## src/rtl/jk_bank_pkg.sv

```systemverilog
// Purpose: shared opcodes and FSM state type for the JK bank controller.
// Latency: n/a (declarations only).
// Backpressure: n/a.
package jk_bank_pkg;

  localparam logic [1:0] OP_JK    = 2'b00;
  localparam logic [1:0] OP_COUNT = 2'b01;
  localparam logic [1:0] OP_READ  = 2'b10;
  localparam logic [1:0] OP_LOAD  = 2'b11;

  typedef enum logic {
    ST_IDLE  = 1'b0,
    ST_COUNT = 1'b1
  } state_t;

endpackage

```

## src/rtl/jk_cell.sv

```systemverilog
// Purpose: one behavioural JK storage bit with asynchronous clear.
// Latency: q follows J/K at the next rising edge; clear acts immediately.
// Backpressure: none.
// Ports: clk, CLR_N (async active-low clear), j, k -> q, qbar.
module jk_cell (
  input  logic clk,
  input  logic CLR_N,
  input  logic j,
  input  logic k,
  output logic q,
  output logic qbar
);

  always_ff @(posedge clk or negedge CLR_N) begin
    if (!CLR_N) begin
      q <= 1'b0;
    end else begin
      case ({j, k})
        2'b10:   q <= 1'b1;
        2'b01:   q <= 1'b0;
        2'b11:   q <= ~q;
        default: q <= q;
      endcase
    end
  end

  assign qbar = ~q;

endmodule

```

## src/rtl/jk_bank_ctrl.sv

```systemverilog
// Purpose: shares a WIDTH-bit JK bank between two requesters (JK/COUNT/READ/LOAD).
// Latency: response 1 cycle after the command's last q update; COUNT len=L takes L+1 updates.
// Backpressure: round-robin ready in IDLE only; no ready during COUNT; responses cannot stall.
// Ports: r0_*/r1_* request channels (valid/ready, op, j, k, len), q/qbar bank state,
//        busy (COUNT in progress), rsp_valid/rsp_id/rsp_q/rsp_carry one-cycle response.
module jk_bank_ctrl
  import jk_bank_pkg::*;
#(
  parameter int WIDTH = 8,
  parameter int LENW  = 4
) (
  input  logic             clk,
  input  logic             CLR_N,
  input  logic             r0_valid,
  input  logic [1:0]       r0_op,
  input  logic [WIDTH-1:0] r0_j,
  input  logic [WIDTH-1:0] r0_k,
  input  logic [LENW-1:0]  r0_len,
  output logic             r0_ready,
  input  logic             r1_valid,
  input  logic [1:0]       r1_op,
  input  logic [WIDTH-1:0] r1_j,
  input  logic [WIDTH-1:0] r1_k,
  input  logic [LENW-1:0]  r1_len,
  output logic             r1_ready,
  output logic [WIDTH-1:0] q,
  output logic [WIDTH-1:0] qbar,
  output logic             busy,
  output logic             rsp_valid,
  output logic             rsp_id,
  output logic [WIDTH-1:0] rsp_q,
  output logic             rsp_carry
);

  state_t            state, state_nxt;
  logic [LENW-1:0]   rem, rem_nxt;
  logic              last_grant;
  logic              cmd_id, cmd_id_nxt;
  logic              carry_flag, carry_flag_nxt;

  logic              gnt0, gnt1, acc;
  logic [1:0]        acc_op;
  logic [WIDTH-1:0]  acc_j, acc_k;
  logic [LENW-1:0]   acc_len;

  logic [WIDTH-1:0]  inc_t;
  logic              wrap;
  logic [WIDTH-1:0]  j_drv, k_drv, q_nxt;
  logic              rsp_set, rsp_carry_nxt;

  // Arbiter: ready is combinational and gated by CLR_N so nothing is offered in reset.
  always_comb begin
    gnt0 = 1'b0;
    gnt1 = 1'b0;
    if (state == ST_IDLE && CLR_N) begin
      if (r0_valid && r1_valid) begin
        if (last_grant) gnt0 = 1'b1;
        else            gnt1 = 1'b1;
      end else if (r0_valid) begin
        gnt0 = 1'b1;
      end else if (r1_valid) begin
        gnt1 = 1'b1;
      end
    end
  end

  assign r0_ready = gnt0;
  assign r1_ready = gnt1;
  assign acc      = gnt0 | gnt1;
  assign acc_op   = gnt1 ? r1_op  : r0_op;
  assign acc_j    = gnt1 ? r1_j   : r0_j;
  assign acc_k    = gnt1 ? r1_k   : r0_k;
  assign acc_len  = gnt1 ? r1_len : r0_len;

  // Synchronous counter drive: bit i toggles when all lower bits are one.
  always_comb begin
    inc_t    = '0;
    inc_t[0] = 1'b1;
    for (int i = 1; i < WIDTH; i++) begin
      inc_t[i] = inc_t[i-1] & q[i-1];
    end
  end

  assign wrap = &q;

  // Next-state, J/K drive mux and response qualification.
  always_comb begin
    state_nxt      = state;
    rem_nxt        = rem;
    cmd_id_nxt     = cmd_id;
    carry_flag_nxt = carry_flag;
    j_drv          = '0;
    k_drv          = '0;
    rsp_set        = 1'b0;
    rsp_carry_nxt  = 1'b0;
    case (state)
      ST_IDLE: begin
        if (acc) begin
          cmd_id_nxt     = gnt1;
          carry_flag_nxt = 1'b0;
          case (acc_op)
            OP_JK: begin
              j_drv   = acc_j;
              k_drv   = acc_k;
              rsp_set = 1'b1;
            end
            OP_LOAD: begin
              j_drv   = acc_j;
              k_drv   = ~acc_j;
              rsp_set = 1'b1;
            end
            OP_COUNT: begin
              j_drv          = inc_t;
              k_drv          = inc_t;
              carry_flag_nxt = wrap;
              if (acc_len == '0) begin
                rsp_set       = 1'b1;
                rsp_carry_nxt = wrap;
              end else begin
                state_nxt = ST_COUNT;
                rem_nxt   = acc_len;
              end
            end
            default: begin
              rsp_set = 1'b1;
            end
          endcase
        end
      end
      ST_COUNT: begin
        j_drv          = inc_t;
        k_drv          = inc_t;
        carry_flag_nxt = carry_flag | wrap;
        rem_nxt        = rem - LENW'(1);
        if (rem == LENW'(1)) begin
          state_nxt     = ST_IDLE;
          rsp_set       = 1'b1;
          rsp_carry_nxt = carry_flag | wrap;
        end
      end
      default: begin
        state_nxt = ST_IDLE;
      end
    endcase
  end

  // Value the bank will hold after this edge, captured into rsp_q.
  always_comb begin
    q_nxt = q;
    for (int i = 0; i < WIDTH; i++) begin
      case ({j_drv[i], k_drv[i]})
        2'b10:   q_nxt[i] = 1'b1;
        2'b01:   q_nxt[i] = 1'b0;
        2'b11:   q_nxt[i] = ~q[i];
        default: q_nxt[i] = q[i];
      endcase
    end
  end

  always_ff @(posedge clk or negedge CLR_N) begin
    if (!CLR_N) state <= ST_IDLE;
    else        state <= state_nxt;
  end

  always_ff @(posedge clk or negedge CLR_N) begin
    if (!CLR_N) begin
      rem        <= '0;
      last_grant <= 1'b1;
      cmd_id     <= 1'b0;
      carry_flag <= 1'b0;
      rsp_valid  <= 1'b0;
      rsp_id     <= 1'b0;
      rsp_q      <= '0;
      rsp_carry  <= 1'b0;
    end else begin
      rem        <= rem_nxt;
      cmd_id     <= cmd_id_nxt;
      carry_flag <= carry_flag_nxt;
      rsp_valid  <= rsp_set;
      if (acc) last_grant <= gnt1;
      if (rsp_set) begin
        rsp_id    <= cmd_id_nxt;
        rsp_q     <= q_nxt;
        rsp_carry <= rsp_carry_nxt;
      end
    end
  end

  assign busy = (state == ST_COUNT);

  for (genvar g = 0; g < WIDTH; g++) begin : g_cell
    jk_cell u_cell (
      .clk   (clk),
      .CLR_N (CLR_N),
      .j     (j_drv[g]),
      .k     (k_drv[g]),
      .q     (q[g]),
      .qbar  (qbar[g])
    );
  end

endmodule

```

## config.mk

```make
export PLATFORM = sky130hd
export DESIGN_NAME = jk_bank_ctrl
export DESIGN_NICKNAME = d
export VERILOG_FILES = /design/src/rtl/jk_bank_pkg.sv /design/src/rtl/jk_cell.sv /design/src/rtl/jk_bank_ctrl.sv
export SDC_FILE = /design/constraint.sdc
export NUM_CORES = 1
export LEC_CHECK = 0
export CORE_MARGIN = 1.5
export CORE_UTILIZATION = 50
export DETAILED_ROUTE_END_ITERATION = 10
export PLACE_DENSITY_LB_ADDON = 0.3
export SLEW_MARGIN = 20
export SYNTH_ARGS = -nofsm -noshare
export SYNTH_HDL_FRONTEND = slang
export SYNTH_SLANG_ARGS = --single-unit
```

## constraint.sdc

```tcl
create_clock -name clk -period 4.4 [get_ports clk]
set_input_delay 0.88 -clock clk [delete_from_list [all_inputs] [get_ports clk]]
set_output_delay 0.88 -clock clk [all_outputs]
set_load 0.1 [all_outputs]
```

Yosys cells after proc, flatten, opt, wreduce, memory -nomap -nowiden
Index checks and enable logic that the tools add are counted.
Widths: inputs -> output; s select.
{ "word_totals": {"regBits": 27, "output_inout_bits": 30} }
{ "classes": {"n_addsub": 1, "n_eq_ne": 30, "muxes": 51, "n_bitwise": 18, "n_reduce_logical": 7} }
{ "ops": {"columns": ["operator", "count"], "rows": [
  ["$pmux 8 s2", 3],
  ["$eq 2x2->1 const B", 17],
  ["$mux 8", 4],
  ["$mux 1", 25],
  ["$pmux 1 s3", 8],
  ["$pmux 8 s3", 1],
  ["$eq 2x1->1 const B", 9],
  ["$mux 4", 4],
  ["$not 1->1", 9],
  ["$not 8->8", 1],
  ["$pmux 1 s2", 4],
  ["$pmux 4 s2", 1],
  ["$reduce_and 8->1", 1],
  ["$and 1x1->1", 6],
  ["$eq 4x1->1 const B", 1],
  ["$logic_not 4->1", 1],
  ["$ne 2x2->1 const B", 2],
  ["$sub 4x1->4 const B", 1],
  ["$reduce_and 3->1", 1],
  ["$logic_and 1x1->1", 2],
  ["$logic_not 2->1", 1],
  ["$mux 2", 1],
  ["$ne 2x1->1 const B", 1],
  ["$or 1x1->1", 2],
  ["$reduce_or 2->1", 1]
]} }

Depth between registers and ports, before layout
Gate-level depths: netlist of the first run.
{ "logic_depth": {"depth_word": 12, "mapped_depth": 15, "mapped_depth_nobuf": 12} }

Modules after synthesis
From an unflattened synthesis of the first run, not the netlist that was laid out.
{ "unflattened": {"cells_unflattened": 271, "hier_area_um2": 2099.5} }
{ "modules_own_cells": {"columns": ["module", "instances", "cells_each", "area_per_inst_um2", "seq_area_each_um2"], "rows": [
  ["jk_bank_ctrl", 1, 239, 1799.2, 476.7],
  ["jk_cell", 8, 4, 37.5, 25.0]
]} }

Least setup slack after synthesis of the first run
Ideal clock, no wire load.
{ "synth_path": {"path_kind": "register -> register", "start": "reg state (netlist: busy)", "end": "reg rsp_q[0]", "setup_time_ns": 0.126, "t_arrival_ns": 3.126, "required_time_ns": 4.274, "setup_slack_ns": 1.147, "path_stages_with_launch": 15, "path_buffers": 3, "synth_period_minus_slack_ns": 3.253, "path_cell_list": "dfrtp_1 -> and3b_1 -> buf_6 -> nand2_4 -> inv_6 -> nand2_1 -> nand2_1 -> inv_1 -> ha_1 -> clkbuf_1 -> clkbuf_1 -> a222oi_1 -> o211ai_1 -> o2111ai_1 -> mux2_4"} }
{ "synth_via": {"elab_chain_len": 11, "word_cells_on_any_way": 29, "cone_classes": "eq/ne: 5; mux: 17; bitwise: 3; reduce/logical: 4"} }
{ "synth_lines": {"columns": ["element", "line_no", "source"], "rows": [
  ["start, declared", "jk_bank_ctrl.sv:35", "state_t state, state_nxt;"],
  ["start signal, assigned", "jk_bank_ctrl.sv:162", "else state <= state_nxt;"],
  ["$not 1->1 *", null, null],
  ["$logic_and 1x1->1 *", "jk_bank_ctrl.sv:55", "if (state == ST_IDLE && CLR_N) begin"],
  ["$mux 1 *", "jk_bank_ctrl.sv:55", null],
  ["named net r1_ready", "jk_bank_ctrl.sv:25", "output logic r1_ready,"],
  ["$mux 2", "jk_bank_ctrl.sv:70", "assign acc_op = gnt1 ? r1_op : r0_op;"],
  ["$eq 2x2->1 / $logic_not 2->1 (equally long branches)", "jk_bank_ctrl.sv:101", "case (acc_op)"],
  ["$reduce_or 2->1 (no source line)", null, null],
  ["$pmux 8 s2", "jk_bank_ctrl.sv:101", null],
  ["$mux 8", "jk_bank_ctrl.sv:98", "if (acc) begin"],
  ["$pmux 8 s2", "jk_bank_ctrl.sv:96", "case (state)"],
  ["$eq 2x2->1 / $eq 2x1->1 (equally long branches)", "jk_bank_ctrl.sv:151", "case ({j_drv[i], k_drv[i]})"],
  ["$pmux 1 s3 *", "jk_bank_ctrl.sv:151", null],
  ["named net q_nxt[0]", "jk_bank_ctrl.sv:48", "logic [WIDTH-1:0] j_drv, k_drv, q_nxt;"],
  ["end signal, assigned", "jk_bank_ctrl.sv:183", "rsp_q <= q_nxt;"],
  ["end, declared", "jk_bank_ctrl.sv:31", "output logic [WIDTH-1:0] rsp_q,"]
]} }
The timed path passes the listed nets; every way through them passes the cells marked *.
A chain may end at the register's enable or synchronous reset.

Worst setup path in the final report of the first run
{ "layout_path": {"start": "in CLR_N", "end": "out r0_ready"} }
{ "layout_via": {"elab_chain_len": 2} }
{ "layout_lines": {"columns": ["element", "line_no", "source"], "rows": [
  ["start, declared", "jk_bank_ctrl.sv:13", "input logic CLR_N,"],
  ["$logic_and 1x1->1", "jk_bank_ctrl.sv:55", null],
  ["$mux 1", "jk_bank_ctrl.sv:55", null],
  ["end, declared", "jk_bank_ctrl.sv:19", "output logic r0_ready,"]
]} }
No other way between the ends.

==> flow_summary.ini, run 1 <==
[global_routing]
grt_use_total_pct = 27.49
grt_pass1_vias = 2215
antenna_found_initial = 0
grt_pass1_wl_mm = 11.02
grt_remaining_overflow = 0
grt_max_degree = 32

[timing]
rsz0062_at_grt = no
finalWorstSetupSlack_ns = 0.7606
hold_viol_final = 0
slew_viol_final = 0
relSlewSlack_pct = 34.48
worstMarginPinSlew_ns = 0.9798
max_freq_mhz = 274.8
setup-violations-final = 0
fin_crit_ns = 3.639
timing.clock.skew_ns = 0.007059
period_share_pct = 82.71
setup_tns_ns = 0

[placed_design]
gp_congestion = 1.011
io_buffers = 77
pre_cts_slack_ns = 0.6120
postPlaceCellArea_um2 = 2990
dp.cells = 373
hpwl_mm = 5.190

[worst_setup_path]
critPathCaptureType = primary output
crit_buf_inv = 3
crit_family = buffers and inverters
r2r-end = rsp_q[5]
worst_ep_required_time_ns = 3.52
rrSetupSlack_ns = 1.19
r2r-start = busy
critPathMaxStageDelay_ns = 0.53
critPathKind = in -> out
crit_slowest_cell = clkdlybuf4s50_1
cp_cell_sequence = clkdlybuf4s50_1 > buf_4 > nor2b_1 > and3_1 > buf_12
start_kind = input pin
path_max_fanout = 31
cp.arrival_ns = 2.76
reg2reg_depth = 12

[synth]
avgSynthCellArea_um2 = 8.541
yosysWarnings = 0
synth_common_cells = 31 x nand2_1, 26 x dfrtp_1, 22 x nand3_1
yosys_register_bits = 27
synth_most_common_cell = nand2_1
ys.flop_type = dfrtp_1
synth_cells = 270
postSynthNetCount = 324
synthArstFlopShare_pct = 100.0
syn_area_um2 = 2306
yosysUniqueCellTypes = 62
ys_seq_area_share_pct = 29.35
synth_edf_count = 0
synth_top_area_share_pct = 28.21
synth_largest_area_cell = dfrtp_1
synth_area_leaders = dfrtp_1 28%, buf_4 5.2%, nand2_1 5.0%, nand3_1 4.8%, o21ai_0 3.7%

[detailed_routing]
route.final.wire_length_mm = 6.871
dr_wl_met3_um = 760
drtPass1Iterations = 5
top_layer_used = met4
num_vias = 2380
drt_iter0_drc = 335
drc = 0
wl_met2_mm = 2.967
wl_met1_mm = 2.976
detail-route-antenna-nets = 0
route.detailed.wl_per_inst_um = 18.23
viasPerCell = 6.313

[hold_path]
hold_depth = 2
min_path_type = reg -> reg
hold_start = last_grant
holdPathEnd = last_grant

[clock_network]
clkTransAtPathRegs_ns = 0.09
htree_levels = 1
cts_buffers = 3
post_cts_resized = 0
tritoncts = done
cts_root_buf = clkbuf_8
ctsHoldBuffers = 0
cts_setup_buffers = 0
clk_latency_ns = 0.28
cts_buffer_depth = 2
cts_sinks = 27

[layout]
antenna_cells_inserted = 0
final_cell_area_um2 = 3035
stdcell_count = 377
layout-drive-gt1-share_pct = 8.615
nets = 380
fillers = 352
utilization_pct = 69.24
areaGrowthSynthToFinish_pct = 31.63

[floorplan]
fp.dieW_um = 70.91
pin_count = 78
core_area_um2 = 4384
start_util_pct = 52.60
die_area_um2 = 5028
rows = 24
die_h_um = 70.91

[power_and_ir_drop]
ir_drop_mv = 0.6514
powerDensity_nw_per_um2 = 734.4
leakage_nw = 1.269

[job]
drv_cap = 0

[outcome]
status = completed
worst max-delay path by stage:
stage          slack [ns]  cells after the start  startpoint       end
2_1_floorplan        1.15                     14        busy  rsp_q[0]
3_3_place_gp         0.71                     12    r1_valid  rsp_q[5]
3_5_place_dp         0.61                     13    r1_valid  rsp_q[1]
4_1_cts              0.74                      5       CLR_N  r0_ready
5_1_grt              0.59                     13    r1_valid  rsp_q[1]
6_report             0.76                      5       CLR_N  r0_ready
state kept, by name (all words and copies together) (netlist names):
register,count
busy,1
carry_flag,1
cmd_id,1
g_cell.u_cell.q,8
last_grant,1
rem,4
rsp_carry,1
rsp_id,1
rsp_q,8
rsp_valid,1
through the flow:
stage / hold WS [ns] / total power, mW
6_report: 0.4798 / 2.229
5_1_grt: 0.5014 / 2.330
4_1_cts: 0.4817 / 2.221
3_5_place_dp: 0.4689 / 2.076
2_1_floorplan: 0.4482 / 1.773
3_3_place_gp: 0.4667 / 2.065
layout by cell type, fill, tap and decap left out, types with 4 or more instances in the layout:
| cell type | count |
|---|---|
| clkdlybuf4s50_1 | 75 |
| a21oi_1 | 7 |
| o221ai_1 | 4 |
| or3_1 | 4 |
| o21ai_0 | 17 |
| inv_1 | 18 |
| nor2_1 | 10 |
| dfrtp_1 | 26 |
| nor3_1 | 6 |
| o31ai_1 | 4 |
| nand2_1 | 31 |
| mux2i_1 | 7 |
| and3_1 | 5 |
| o311a_1 | 4 |
| mux2_4 | 4 |
| nand3_1 | 22 |
| ha_1 | 6 |
cell families after synthesis:
logic type | count (synthesis) | share of synthesized area [%]
buf+inv | 49 | 11.99
mux | 13 | 6.620
fa+ha+maj | 6 | 3.255
xor+xnor | 1 | 0.3799
flops | 27 | 29.35
simple gates | 100 | 22.90
compound gates | 74 | 25.50
cell type report:
type	count	area, um^2	area share, %
clock buffers	4	45.04	1.484
inverters	20	82.58	2.721
multi-input cells	194	1353	44.56
flip-flops and latches	27	676.9	22.30
well taps	52	65.06	2.143
repair buffers	80	813.3	26.79
metal layers:
layer	vias to the layer above	global-route usage, %
met5	-	0
met4	0	7.757
met3	24	5.413
met2	163	41.23
met1	1094	40.51
li1	1099	-
worst register-to-register path: cells and delay by family, from the launching register on:
family                   cells  cell delay, ns
flip-flops                   1            0.78
AO/OA/AOI/OAI                3            0.66
AND/OR/NAND/NOR              6            1.16
buffers and inverters        2            0.19
adder cells (fa/ha/maj)      1            0.29
power by group:
part / total (mW) / internal, mW / switching [mW]
Sequential: 0.493 / 0.356 / 0.137
Combinational: 1.59 / 0.453 / 1.14
Clock: 0.141 / 0.0650 / 0.0764
Total: 2.23 / 0.874 / 1.35
Power figures use the tool's default switching activity.
==> run 2: changes to the inputs <==
--- a/config.mk
+++ b/config.mk
@@ -6,7 +6,7 @@
 export NUM_CORES = 1
 export LEC_CHECK = 0
 export CORE_MARGIN = 1.5
-export CORE_UTILIZATION = 50
+export CORE_UTILIZATION = 42
 export DETAILED_ROUTE_END_ITERATION = 10
 export PLACE_DENSITY_LB_ADDON = 0.3
 export SLEW_MARGIN = 20
==> constraint.sdc (replaced) <==
create_clock -name clk -period 3.2 [get_ports clk]
set_input_delay 0.64 -clock clk [delete_from_list [all_inputs] [get_ports clk]]
set_output_delay 0.64 -clock clk [all_outputs]
set_load 0.1 [all_outputs]
==> flow_summary.ini, run 2 (synthesized netlist as in run 1, its figures left out) <==
[placed_design]
hpwl_mm = 5.401
io_buffers = 77
pre_cts_slack_ns = -0.2165
gp_congestion = 0.9706

[layout]
nets = 395
final_common_cell = clkdlybuf4s50_1
layout_common_cells = 47 x clkdlybuf4s50_1, 46 x buf_4, 31 x nand2_1
areaGrowthSynthToFinish_pct = 34.78
layout-drive-gt1-share_pct = 22.06
multi_input_area_um2 = 1358
reg_top3 = g_cell.u_cell.q: 8 flops, rsp_q: 8 flops, rem: 4 flops
fillers = 459
regArea_um2 = 678.2
utilization_pct = 59.71
antenna_cells_inserted = 0

[detailed_routing]
route.final.wire_length_mm = 7.233
num_vias = 2417
route.detailed.wl_per_inst_um = 17.64
drc = 0
drtPass1Iterations = 5
viasPerCell = 5.895
detail-route-antenna-nets = 0
drt_iter0_drc = 243

[clock_network]
cts_buffer_depth = 2
cts_root_buf = clkbuf_8
cts_buffers = 3
tritoncts = done
ctsHoldBuffers = 0
cts_sinks = 27
clk_latency_ns = 0.28
clkTransAtPathRegs_ns = 0.09
htree_levels = 1

[global_routing]
grt_pass1_vias = 2322
grt_remaining_overflow = 0
grt_max_degree = 32
grt_pass1_wl_mm = 11.64
grt_use_total_pct = 24.88
antenna_found_initial = 0

[hold_path]
hold_depth = 2
min_path_type = reg -> reg

[timing]
rsz0062_at_grt = no
relSlewSlack_pct = 65.72
hold_viol_final = 0
worstMarginPinSlew_ns = 0.5112
setup-violations-final = 0
slew_viol_final = 0
period_share_pct = 93.12
setup_tns_ns = 0
fin_crit_ns = 2.980
timing.clock.skew_ns = 0.004082
max_freq_mhz = 335.6
finalWorstSetupSlack_ns = 0.2200

[worst_setup_path]
worst_ep_required_time_ns = 2.56
critPathKind = in -> out
reg2reg_depth = 11
start_kind = input pin
critPathCaptureType = primary output
cp.arrival_ns = 2.34
path_max_fanout = 31
rrSetupSlack_ns = 0.67

[floorplan]
start_util_pct = 44.30
rows = 26
die_area_um2 = 5944
pin_count = 78
fp.dieW_um = 77.10
die_h_um = 77.10
core_area_um2 = 5205

[power_and_ir_drop]
powerDensity_nw_per_um2 = 995.5
internal_power_mw = 1.204
sw_frac_of_total_pct = 61.07
clkPwrFrac_pct = 6.5
power.share.combinational_pct = 72.7
ir_drop_mv = 0.8415
leakage_nw = 1.369
pwr-share-seq_pct = 20.8
power_switching_mw = 1.890
finalPower_mw = 3.094

[outcome]
status = completed

[job]
drv_cap = 0
run 2: changes by cell type in the layout (fill, tap and decap cells not counted), sizes merged:
cell	before	now
clkdlybuf4s50	75	47
clkbuf	4	3
buf	5	48
clkinv	0	1
run 2: final cells by class:
class | count | share of cell area, %
multi-input cells | 194 | 43.68
repair buffers | 95 | 27.54
flip-flops and latches | 27 | 21.82
well taps | 70 | 2.818
inverters | 20 | 2.657
clock buffers | 3 | 1.329
clock inverters | 1 | 0.1610
run 2: stage by stage:
step	area (um^2)	hold slack, ns	cells
2_1_floorplan	2307	0.3444	270
3_3_place_gp	3057	0.4679	406
3_5_place_dp	3057	0.4765	406
4_1_cts	3103	0.4910	410
5_1_grt	3108	0.5207	410
6_report	3108	0.4855	410
run 2: what timing repair did:
action / CTS / global route
endpoints found under the setup margin: 0 / 3
resized for setup: 0 / 2
endpoints found under the hold margin: 0 / 0
setup buffers: 0 / 0
run 2: per-layer routing:
layer / part of all wire (%) / GRT usage [%]
met5: 0 / 0
met4: 1.8 / 7.273
met3: 11 / 5.476
met2: 44 / 39.56
met1: 43 / 33.82
run 2: power by group through the flow:
stage               Clock, mW  Sequential, mW  Combinational [mW]
CTS                     0.203           0.640                2.24
floorplan                   0            1.08                1.36
detailed placement          0           0.644                2.23
finish                  0.201           0.643                2.25
global route            0.219           0.664                2.37
global placement            0           0.642                2.21
run 2: path summary, 6_finish.rpt:
check,end,startpoint
min in group asynchronous,rem[1],CLR_N
max in group asynchronous,last_grant,CLR_N
hold / removal,last_grant,last_grant
setup reg to reg,rsp_q[5],busy
hold reg to reg,last_grant,last_grant
setup / recovery,r0_ready,CLR_N
run 2: worst max-delay path: stages:
cell and delay, ns:
clkdlybuf4s50_1 0.52, buf_4 0.38, nor2b_1 0.28, and3_1 0.30, buf_12 0.20
==> run 3: changes to the inputs <==
--- a/config.mk
+++ b/config.mk
@@ -8,6 +8,7 @@
 export CORE_MARGIN = 1.5
 export CORE_UTILIZATION = 42
 export DETAILED_ROUTE_END_ITERATION = 10
+export HOLD_SLACK_MARGIN = 0.1
 export PLACE_DENSITY_LB_ADDON = 0.3
 export SLEW_MARGIN = 20
 export SYNTH_ARGS = -nofsm -noshare
==> results of run 3 <==
Same layout as run 2: the final DEF is identical, and so are final timing and power.
